## config.mk

```make
export PLATFORM = sky130hd
export DESIGN_NAME = fs_serial
export DESIGN_NICKNAME = d
export VERILOG_FILES = /design/src/rtl/fs_serial.sv
export SDC_FILE = /design/constraint.sdc
export NUM_CORES = 1
export LEC_CHECK = 0
export ABC_CLOCK_PERIOD_IN_PS = 1400
export BUFFER_PORTS_ARGS = -buffer_cell sky130_fd_sc_hd__buf_2
export CAP_MARGIN = 5
export CORE_UTILIZATION = 52
export CTS_CLUSTER_DIAMETER = 50
export CTS_CLUSTER_SIZE = 25
export DETAILED_ROUTE_END_ITERATION = 8
export PLACE_DENSITY = 0.74
export SYNTH_ARGS = -nofsm -noshare
export SYNTH_HDL_FRONTEND = slang
export SYNTH_SLANG_ARGS = --single-unit
export TNS_END_PERCENT = 50
```

## constraint.sdc

```tcl
create_clock -name clk -period 1.4 [get_ports clk]
set_input_delay 0.14 -clock clk [delete_from_list [all_inputs] [get_ports clk]]
set_output_delay 0.14 -clock clk [all_outputs]
set_load 0.05 [all_outputs]
```

## src/rtl/fs_serial.sv

```systemverilog
// fs_serial: bit-serial subtractor D = A - B - BI, LSB first, one bit per clock.
// Optional signed-overflow output ovf is enabled by defining FS_OVF_EN.
module fs_serial #(
    parameter int W = 4
) (
    input  logic         clk,
    input  logic         rst,
    input  logic         start,
    input  logic [W-1:0] a,
    input  logic [W-1:0] b,
    input  logic         bi,
    output logic         busy,
    output logic         done,
    output logic [W-1:0] d,
    output logic         bo
`ifdef FS_OVF_EN
    ,
    output logic         ovf
`endif
);
    localparam int CW = $clog2(W);
    localparam logic [CW-1:0] LAST = CW'(W - 1);

    typedef enum logic [1:0] {IDLE, RUN, DONE} state_t;

    state_t         state, state_next;
    logic [W-1:0]   sa, sb, sr;
    logic           br;
    logic [CW-1:0]  cnt;
    logic           dbit, br_next, load, last;
`ifdef FS_OVF_EN
    logic           a_msb, b_msb;
`endif

    // full-subtractor cell on bit 0 plus control decode
    always_comb begin
        dbit    = sa[0] ^ sb[0] ^ br;
        br_next = (~sa[0] & sb[0]) | (~sa[0] & br) | (sb[0] & br);
        load    = start && (state != RUN);
        last    = (state == RUN) && (cnt == LAST);
    end

    // state register
    always_ff @(posedge clk or posedge rst) begin
        if (rst) state <= IDLE;
        else     state <= state_next;
    end

    // next-state and handshake outputs
    always_comb begin
        state_next = state;
        busy       = (state == RUN);
        done       = (state == DONE);
        case (state)
            IDLE:    state_next = start ? RUN : IDLE;
            RUN:     state_next = last ? DONE : RUN;
            DONE:    state_next = start ? RUN : IDLE;
            default: state_next = IDLE;
        endcase
    end

    // operand/result shifters, borrow, counter and held result
    always_ff @(posedge clk or posedge rst) begin
        if (rst) begin
            sa  <= '0;
            sb  <= '0;
            sr  <= '0;
            br  <= 1'b0;
            cnt <= '0;
            d   <= '0;
            bo  <= 1'b0;
`ifdef FS_OVF_EN
            a_msb <= 1'b0;
            b_msb <= 1'b0;
            ovf   <= 1'b0;
`endif
        end else if (load) begin
            sa  <= a;
            sb  <= b;
            br  <= bi;
            cnt <= '0;
`ifdef FS_OVF_EN
            a_msb <= a[W-1];
            b_msb <= b[W-1];
`endif
        end else if (state == RUN) begin
            sa  <= sa >> 1;
            sb  <= sb >> 1;
            sr  <= {dbit, sr[W-1:1]};
            br  <= br_next;
            cnt <= cnt + 1'b1;
            if (last) begin
                d  <= {dbit, sr[W-1:1]};
                bo <= br_next;
`ifdef FS_OVF_EN
                ovf <= (a_msb ^ b_msb) & (a_msb ^ dbit);
`endif
            end
        end
    end
endmodule

```

# Word-level counts from Yosys, hierarchy flattened
# Index checks and enable logic that the tools add are counted.
# op_classes
bitwise_logic	9
addsub	1
reduce_logical	7
n_eq_ne	4
n_mux	11
# op_table
operator	n
$mux W4	4
$mux W2	3
$eq A2 B2 Y1 const B	2
$pmux W2 S2	1
$and A1 B1 Y1	3
$mux W1	3
$reduce_and A3 Y1	1
$add A2 B1 Y2 const B	1
$eq A2 B1 Y1 const B	1
$logic_and A1 B1 Y1	2
$logic_not A2 Y1	1
$ne A2 B1 Y1 const B	1
$not A1 Y1	2
$or A1 B1 Y1	2
$reduce_and A2 Y1	1
$reduce_bool A2 Y1	1
$reduce_or A2 Y1	1
$xor A1 B1 Y1	2
# word_totals
output_inout_bits	7
inputBits	12
ff_bits	22

# Logic depth before layout (Yosys ltp)
# logic_depth
ltp_word	6
ltp_mapped	3
mapped_depth_nobuf	3

# Worst setup path before layout
# Ideal clock, no wire load.
# synth_timing
path_type	register to register
startpoint	register state[1]
endpoint	register sr[2]
setup_time_ns	0.125
period_less_slack_ns	1.422
arrival_time_ns	1.298
t_required_ns	1.275
path_slack_ns	-0.022
path_stages_with_launch	4
path_buffers	0
path_cell_list	dfrtp_1 -> nand2b_1 -> inv_1 -> mux2_2
# synth_between
word_cells_on_any_way	5
# synth_rtl
element	line_no	rtl
start, declared	26	state_t state, state_next;
start signal, assigned	46	else state <= state_next;
$eq A2 B1 Y1	-	
via busy	12	output logic busy,
$reduce_and A2 Y1 (no source line)	-	
end signal, assigned	89	sr <= {dbit, sr[W-1:1]};
end, declared	27	logic [W-1:0] sa, sb, sr;
# The timed path passes the listed nets, and every way through them passes these cells.
# A chain may end at the register's enable or synchronous reset.

# Worst setup path after layout
# layout_timing
startpoint	register cnt[0]
endpoint	register d[1]
# layout_between
elab_chain_cells	3
# layout_rtl
element	line_no	rtl
start, declared	29	logic [CW-1:0] cnt;
start signal, assigned	91	cnt <= cnt + 1'b1;
$eq A2 B2 Y1	40	last = (state == RUN) && (cnt == LAST);
$logic_and A1 B1 Y1	40	
$reduce_and A3 Y1 (no source line)	-	
end signal, assigned	93	d <= {dbit, sr[W-1:1]};
end, declared	14	output logic [W-1:0] d,
# No other way between the ends.

==> flow_summary.toml <==
[status]
outcome = "complete, no violations"

[pwr]
total_power_w = 0.00287
switchingPower_w = 0.00112
p_leak_nw = 0.610
pwr-share-clk = 0.098
p_per_area_nw_per_um2 = 2440
p_seq_frac = 0.375
power.internal_w = 0.00175
share_comb_of_total_power = 0.527
irDropWorstVdd_mv = 1.35
p_sw_frac = 0.390

[detailed_routing]
vias_per_cell = 4.95
vias = 574
finalWirelength_um = 1570
initialDrtViolationCount = 10
drc_errors = 0
first_pass_iters = 4
postRouteAntennaNets = 0
wl_per_cell_um = 13.5

[floorplanning]
io_pins = 19
die-area_um2 = 2050
fp.dieH_um = 45.3
start_util = 0.558
rows = 15
fp.coreArea_um2 = 1750
die_x_um = 45.3

[logic_synthesis]
yosys_warnings = 0
netlist_area_um2 = 975
syn_avg_cell_area_um2 = 14.8
postSynthCellCount = 66
syn_nets = 80
yosys_register_bits = 21
ys_seq_area_frac = 0.539
synth_cell_types = 15

[global_routing]
grt_max_degree = 22
track_usage = 0.181
grt_pass1_wl_um = 2530
grt_pass1_vias = 578
gr-total-overflow = 0
antenna_found_initial = 0

[timing]
fin_tns_setup_ns = 0
hold_viol = 0
rsz0062_at_grt = "true"
timing.hold.ws_ns = 0.0873
setup_viol = 0
relSlewSlack = 0.784
finalMaxSlewViolations = 0
fin_crit_sh = 0.971
fin_crit_ns = 1.36
max_freq_ghz = 0.735
tightestPinTransition_ns = 0.324
fin_skew_ns = 0.000874

[setup_path]
r2r-end = "d[1]"
rr_startpoint = "cnt[0]"
ff2ff_path_depth = 3
cp-end-kind = "flip-flop"
cp_data_arrival_time_ns = 1.55
start_kind = "flip-flop"
reg2reg_slack_ns = 0.04
crit_required_ns = 1.59
path_max_fanout = 6
criticalPathCategory = "reg -> reg"

[clock_network]
cts_tree = "done"
worstSkewPairLatency_ns = 0.30
path_clk_slew_ns = 0.11
cts_buffers = 3
clockRootBuffer = "clkbuf_4"
clk_path_buf_depth = 2
htreeDepth = 1
cts.sink_count = 21

[place]
dp_hpwl_um = 1090
gp_congestion = 0.697
port_buffers = 18

[worst_hold_path]
hold_path.class = "in -> reg"
hp-start = "a[3]"
whs_path_depth = 3
min_delay_worst_endpoint = "sa[3]"

[run]
cap_violations = 0

[finish]
mostFrequentLayoutCell = "dfrtp_1"
fillers = 137
most-common-layout-cells = "21 x dfrtp_1, 17 x buf_2, 11 x mux2_2, 10 x mux2_4, 6 x inv_1"
antenna_cells = 0
synthToLayoutAreaGrowth_pct = 20.4
layout.nets = 106
drive_above_1_share = 0.527
-- through the flow --
stage,instance area [um^2],util,worst slack [ns],cells
after floorplan,978,-,0.0757,66
after global placement,1120,0.639,0.0889,110
after detailed placement,1120,0.639,0.0476,110
after CTS,1170,0.670,0.0425,116
after global routing,1170,0.672,-0.0172,116
final,1170,0.672,0.0403,116
-- how the worst max path moves through the flow --
stage	start	end	slack, ns	cells past startpoint
after global placement	cnt[0]	d[0]	0.09	3
final	cnt[0]	d[1]	0.04	3
after floorplan	state[0]	sr[2]	0.08	3
after global routing	cnt[0]	d[2]	-0.02	3
after detailed placement	cnt[0]	d[2]	0.05	3
after CTS	state[1]	busy	0.04	3
-- synth_stat cells --
cell type / number / area share
nand2b_1: 2 / 0.013
nor2b_1: 1 / 0.0064
buf_6: 1 / 0.012
inv_1: 7 / 0.027
and2b_1: 1 / 0.0077
ha_1: 1 / 0.013
mux2_2: 11 / 0.13
nand3b_1: 1 / 0.0077
mux2i_1: 5 / 0.051
nor2_1: 2 / 0.0077
buf_4: 1 / 0.0077
mux2_4: 10 / 0.15
o22ai_1: 1 / 0.0064
fa_1: 1 / 0.021
dfrtp_1: 21 / 0.54
-- cells by family (layout without fill, tap and decap cells) --
kind of cell             count (synthesis)  count (layout)  share of synthesized area
flip-flops                              21              21                      0.539
AO/OA/AOI/OAI                            1               1                    0.00642
AND/OR/NAND/NOR                          7               7                     0.0424
multiplexers                            26              26                      0.332
buffers and inverters                    9              34                     0.0462
adder cells (fa/ha/maj)                  2               2                     0.0334
-- critical path, cell delays in order (launching register included) --
cell and delay [ns]:
dfrtp_1 0.41, ha_1 0.22, nand3b_1 0.26, mux2_2 0.37
-- flip-flops by register name, summed over array words and instances, names as in the netlist --
signal and cells:
sr 3, br 1, sa 4, bo 1, cnt 2, d 4
state 2, sb 4
-- power groups by stage --
stage               Clock [W]  Combinational [W]  Sequential [W]
finish               0.000281            0.00151         0.00108
global route         0.000315            0.00161         0.00111
CTS                  0.000293            0.00152         0.00107
detailed placement          0            0.00145         0.00108
global placement            0            0.00141         0.00107
floorplan                   0           0.000865         0.00129
-- repair_timing --
action                                 in CTS  in global routing
endpoints found under the hold margin      21                  0
hold buffers                                1                  0
setup endpoints to repair                   1                  5
pin swaps                                   0                  0
gates resized for setup                     3                  1
buffers inserted                            1                  0
-- cell type report --
| class | instances | area [um^2] | area share |
|---|---|---|---|
| Tap cell | 25 | 31.3 | 0.0267 |
| Clock buffer | 4 | 26.3 | 0.0224 |
| Inverter | 7 | 30.0 | 0.0256 |
| Multi-Input combinational cell | 36 | 412 | 0.351 |
| Timing Repair Buffer | 23 | 149 | 0.127 |
| Sequential cell | 21 | 526 | 0.448 |
-- metal layers --
layer | track usage | share of wire | vias to the layer above
met3 | 0.0240 | 0.031 | 5
met1 | 0.247 | 0.51 | 282
met4 | 0.109 | 0.021 | 0
met5 | 0 | 0 | -
li1 | - | - | 272
met2 | 0.272 | 0.44 | 15
No activity file was read; power rests on OpenSTA's default activity.
